`src/rtl/hms_counter.sv`:
```
// -----------------------------------------------------------------------------
// hms_counter
//   Time-of-day counter driven by the NCO's 1 Hz square wave. Each rising edge
//   of i_tick, seen in the clk domain, counts as one elapsed second. The counter
//   keeps binary seconds, minutes and hours with a full carry chain. A
//   four-state mode FSM lets the user set each field with pulse inputs.
//
// Parameters
//   HOUR_MOD     hour wrap modulus, 2..32
//
// Ports
//   clk          system clock; the NCO runs on the same clock
//   rst          asynchronous, active-high reset
//   i_tick       1 Hz square wave, already registered in clk
//   i_mode       1-cycle pulse: advance RUN -> SET_SEC -> SET_MIN -> SET_HOUR
//   i_inc        1-cycle pulse: increment the field selected by the mode
//   o_sec        seconds 0..59
//   o_min        minutes 0..59
//   o_hour       hours 0..HOUR_MOD-1
//   o_mode       0=RUN 1=SET_SEC 2=SET_MIN 3=SET_HOUR
//   o_sec_pulse  1-cycle pulse: a counted second was applied
//   o_day_wrap   1-cycle pulse: full-day rollover to 00:00:00
// -----------------------------------------------------------------------------
module hms_counter #(
  parameter int unsigned HOUR_MOD = 24
) (
  input  logic       clk,
  input  logic       rst,
  input  logic       i_tick,
  input  logic       i_mode,
  input  logic       i_inc,
  output logic [5:0] o_sec,
  output logic [5:0] o_min,
  output logic [4:0] o_hour,
  output logic [1:0] o_mode,
  output logic       o_sec_pulse,
  output logic       o_day_wrap
);

  localparam logic [1:0] RUN      = 2'd0;
  localparam logic [1:0] SET_SEC  = 2'd1;
  localparam logic [1:0] SET_MIN  = 2'd2;
  localparam logic [1:0] SET_HOUR = 2'd3;

  localparam logic [5:0] SIXTY_MAX = 6'd59;
  localparam logic [4:0] HOUR_MAX  = 5'(HOUR_MOD - 1);

  logic       tick_q;
  logic [5:0] sec_q,  sec_d;
  logic [5:0] min_q,  min_d;
  logic [4:0] hour_q, hour_d;
  logic [1:0] mode_q, mode_d;
  logic       pulse_q, pulse_d;
  logic       wrap_q,  wrap_d;
  logic       rise;

  // i_tick comes from the NCO on this same clock, so no synchronizer is needed.
  assign rise = i_tick & ~tick_q;

  // NOTE: every signal driven here gets a default first, so no path can leave
  // it unassigned and infer a latch.
  always_comb begin
    sec_d   = sec_q;
    min_d   = min_q;
    hour_d  = hour_q;
    mode_d  = mode_q;
    pulse_d = 1'b0;
    wrap_d  = 1'b0;

    // The mode advances independently of the field update below. That update
    // always acts on the pre-transition mode.
    if (i_mode) begin
      case (mode_q)
        RUN:      mode_d = SET_SEC;
        SET_SEC:  mode_d = SET_MIN;
        SET_MIN:  mode_d = SET_HOUR;
        default:  mode_d = RUN;
      endcase
    end

    case (mode_q)
      RUN: begin
        // Seconds, minutes and hours all resolve in one edge.
        if (rise) begin
          pulse_d = 1'b1;
          if (sec_q == SIXTY_MAX) begin
            sec_d = '0;
            if (min_q == SIXTY_MAX) begin
              min_d = '0;
              if (hour_q == HOUR_MAX) begin
                hour_d = '0;
                wrap_d = 1'b1;
              end else begin
                hour_d = hour_q + 5'd1;
              end
            end else begin
              min_d = min_q + 6'd1;
            end
          end else begin
            sec_d = sec_q + 6'd1;
          end
        end
      end
      SET_SEC: begin
        if (i_inc) sec_d = (sec_q == SIXTY_MAX) ? '0 : sec_q + 6'd1;
      end
      SET_MIN: begin
        if (i_inc) min_d = (min_q == SIXTY_MAX) ? '0 : min_q + 6'd1;
      end
      default: begin
        if (i_inc) hour_d = (hour_q == HOUR_MAX) ? '0 : hour_q + 5'd1;
      end
    endcase
  end

  // NOTE: state registers use non-blocking assignments. All flops then sample
  // their next-state values together at the edge.
  always_ff @(posedge clk or posedge rst) begin
    if (rst) begin
      // tick_q resets high. A wave that is already high at reset release is
      // then not taken as a fresh rising edge.
      tick_q  <= 1'b1;
      sec_q   <= '0;
      min_q   <= '0;
      hour_q  <= '0;
      mode_q  <= RUN;
      pulse_q <= 1'b0;
      wrap_q  <= 1'b0;
    end else begin
      tick_q  <= i_tick;
      sec_q   <= sec_d;
      min_q   <= min_d;
      hour_q  <= hour_d;
      mode_q  <= mode_d;
      pulse_q <= pulse_d;
      wrap_q  <= wrap_d;
    end
  end

  assign o_sec       = sec_q;
  assign o_min       = min_q;
  assign o_hour      = hour_q;
  assign o_mode      = mode_q;
  assign o_sec_pulse = pulse_q;
  assign o_day_wrap  = wrap_q;

endmodule

```
`config.mk`:
```
export PLATFORM = sky130hd
export DESIGN_NAME = hms_counter
export DESIGN_NICKNAME = d
export VERILOG_FILES = /design/src/rtl/hms_counter.sv
export SDC_FILE = /design/constraint.sdc
export NUM_CORES = 1
export LEC_CHECK = 0
export ABC_AREA = 1
export BUFFER_PORTS_ARGS = -buffer_cell sky130_fd_sc_hd__buf_2
export CORE_UTILIZATION = 39
export CTS_CLUSTER_DIAMETER = 80
export DETAILED_ROUTE_END_ITERATION = 6
export PLACE_DENSITY_LB_ADDON = 0.05
export SLEW_MARGIN = 5
export SYNTH_ARGS = -nofsm -noshare
export SYNTH_HDL_FRONTEND = slang
export SYNTH_SLANG_ARGS = --single-unit
```
`constraint.sdc`:
```
create_clock -name clk -period 3.25 [get_ports clk]
set_input_delay 0.65 -clock clk [delete_from_list [all_inputs] [get_ports clk]]
set_output_delay 0.65 -clock clk [all_outputs]
set_load 0.01 [all_outputs]
```
==> qor.yml <==
slowest_stage: "dfrtp_1"
synth-seq-cells: 22
yosysSeqAreaShare: 0.427
start_util: 0.417
tightest_slew_ps: 821
cts.sinks: 22
switching_share: 0.465
crit_chain: "buf_2"
reg2reg_to: "o_min[4]"
min_period_ps: 1630
finalWirelength_um: 2470
fin_tns_setup_ps: 0
post_cts_buffers: 0
htree_levels: 1
wl_per_cell_um: 10.4
worst_hold_path.num_cells: 1
worst_r2r_path_depth: 8
hpwlAfterDp_um: 1890
p_switching_w: 0.000576
grt_usage: 0.159
finalHoldViolCount: 0
grt_first_pass_wirelength_um: 4290
root_buffer: "clkbuf_4"
setup_viol: 0
dieArea_sq_um: 3550
ant_nets: 0
rsz0062_at_grt: "no"
grt-ovfl-total: 0
cp_max_fo: 8
synth_compound_area_frac: 0.0823
multiInputGateArea_sq_um: 638
p_int_w: 0.000664
num_antenna_cells: 0
drc_errors: 0
crit_arrival_ps: 980
final.setup_skew_ps: 6.55
fill_cells: 334
grt_max_degree: 23
core_area_sq_um: 3100
outcome: "finished clean"
cts_resized: 0
hold_path.class: "input port to flip-flop"
final_common_cell: "nand2_1"
ff_latch_area_sq_um: 552
synth_top_family_by_area: "simple AND/OR/NAND/NOR gates"
row_count: 20
syn-cell-area_sq_um: 1290
hp-start: "i_tick"
worstSetupPathType: "flip-flop to output pin"
p_clk_frac: 0.121
synthSimpleGateAreaFrac: 0.333
synthAdderAreaFrac: 0.0581
syn_inst: 166
maxCapViolCount: 0
grt_pass1_vias: 1014
final_nets: 205
utilization: 0.481
max_freq_mhz: 612
clk_path_buf_depth: 2
powerDensity_nw_per_um2: 831
yosysUniqueCellTypes: 25
gp_congestion: 0.809
synthMuxAreaShare: 0
antenna_found_initial: 0
avgSynthCellArea_sq_um: 7.79
drt_first_pass_iters: 5
syn-num-nets: 177
r2r-start: "o_mode[1]"
startpoint_type: "flip-flop"
cts_hold_buf: 0
layout_common_cells: "nand2_1, buf_2, dfrtp_1"
post_dp_cell_area_sq_um: 1460
pwr-share-seq: 0.380
hold_ws_ps: 436
design_area_sq_um: 1490
cts.reportedPaths.clkPinSlew_ps: 120
area_growth_pct: 15.5
cp.depth: 1
slew_headroom: 0.452
ir_drop_v: 0.000367
comb_power_share: 0.499
crit_family: "flip-flops"
synth_xor_xnor_area_share: 0.0203
cp_slowest_stage_delay_ps: 500
worst_setup_path_startpoint: "o_hour[3]"
cts_tree: "done"
finalMaxSlewViolations: 0
min_to: "tick_q"
clkLatencyLatePin_ps: 300
ios: 26
numCtsBuffers: 3
required_ps: 2600
yosys_warnings: 0
die_h_um: 59.6
port_buffers: 25
fin_crit_sh: 0.503
vias: 1137
drive_above_1_share: 0.249
critical_path.endpoint_type: "output pin"
rrSetupSlack_ps: 1650
dieWidth_um: 59.6
path_buf_inv: 1
p_leak_nw: 0.807
drt_iter0_drc: 50
viasPerCell: 4.80
[layout make-up]
cell class                 count  area share
clock buffer                   4      0.0243
inverter                      23      0.0578
multi-input combinational    119       0.427
tap                           44      0.0369
sequential                    22       0.370
timing repair buffer          25      0.0838
[metal layers]
| metal | wire (um) | track usage | share of wire |
|---|---|---|---|
| met5 | 0 | 0 | 0 |
| met4 | 19 | 0.0498 | 0.0077 |
| met3 | 84 | 0.0262 | 0.034 |
| met2 | 1140 | 0.257 | 0.46 |
| met1 | 1220 | 0.216 | 0.49 |
[worst max path at each step]
stage	end	slack [ps]
5_1_grt	o_min[4]	1470
3_3_place_gp	o_min[0]	1660
2_1_floorplan	o_min[0]	1770
6_report	o_hour[3]	1620
3_5_place_dp	o_min[0]	1650
4_1_cts	o_hour[2]	1610
[cell usage after synthesis]
cell	count	share of area
nand2_1	50	0.15
dfrtp_1	21	0.41
inv_1	19	0.055
nand3_1	17	0.066
nor2_1	8	0.023
nand4_1	7	0.034
o21ai_0	7	0.027
ha_1	6	0.058
inv_2	4	0.012
o21ai_2	4	0.027
nand2_2	3	0.015
o21ai_1	3	0.012
xor2_1	3	0.020
nor2_2	2	0.0097
or2_2	2	0.0097
a21oi_1	1	0.0039
a21oi_2	1	0.0068
buf_6	1	0.0087
clkbuf_2	1	0.0039
dfstp_2	1	0.020
nand3_2	1	0.0077
nand3_4	1	0.014
nor4_1	1	0.0048
o21bai_1	1	0.0058
or2_1	1	0.0048
[power groups by stage]
stage / Clock (W) / Sequential (W) / Combinational (W)
floorplan: 0 / 0.000491 / 0.000454
global placement: 0 / 0.000472 / 0.000626
detailed placement: 0 / 0.000478 / 0.000628
CTS: 0.000156 / 0.000472 / 0.000632
global route: 0.000167 / 0.000487 / 0.000713
finish: 0.000150 / 0.000471 / 0.000618
[cells by family (layout without fill, tap and decap cells)]
| logic type | Yosys count | count (layout) |
|---|---|---|
| compound gates | 17 | 17 |
| xor+xnor | 3 | 3 |
| fa+ha+maj | 6 | 6 |
| buf+inv | 25 | 52 |
| flops | 22 | 22 |
| simple gates | 93 | 93 |
[state kept, by name, summed over array words and instances (netlist names)]
name / count
o_sec_pulse: 1
o_day_wrap: 1
o_mode: 2
o_hour: 5
tick_q: 1
o_min: 6
o_sec: 6
[metrics by stage]
step	power [W]	cells	worst slack [ps]
floorplan	0.000945	166	1770
detailed placement	0.00111	233	1650
CTS	0.00126	237	1610
global placement	0.00110	233	1660
global route	0.00137	237	1470
finish	0.00124	237	1620
Note: power is estimated with default switching activity, not from simulation.
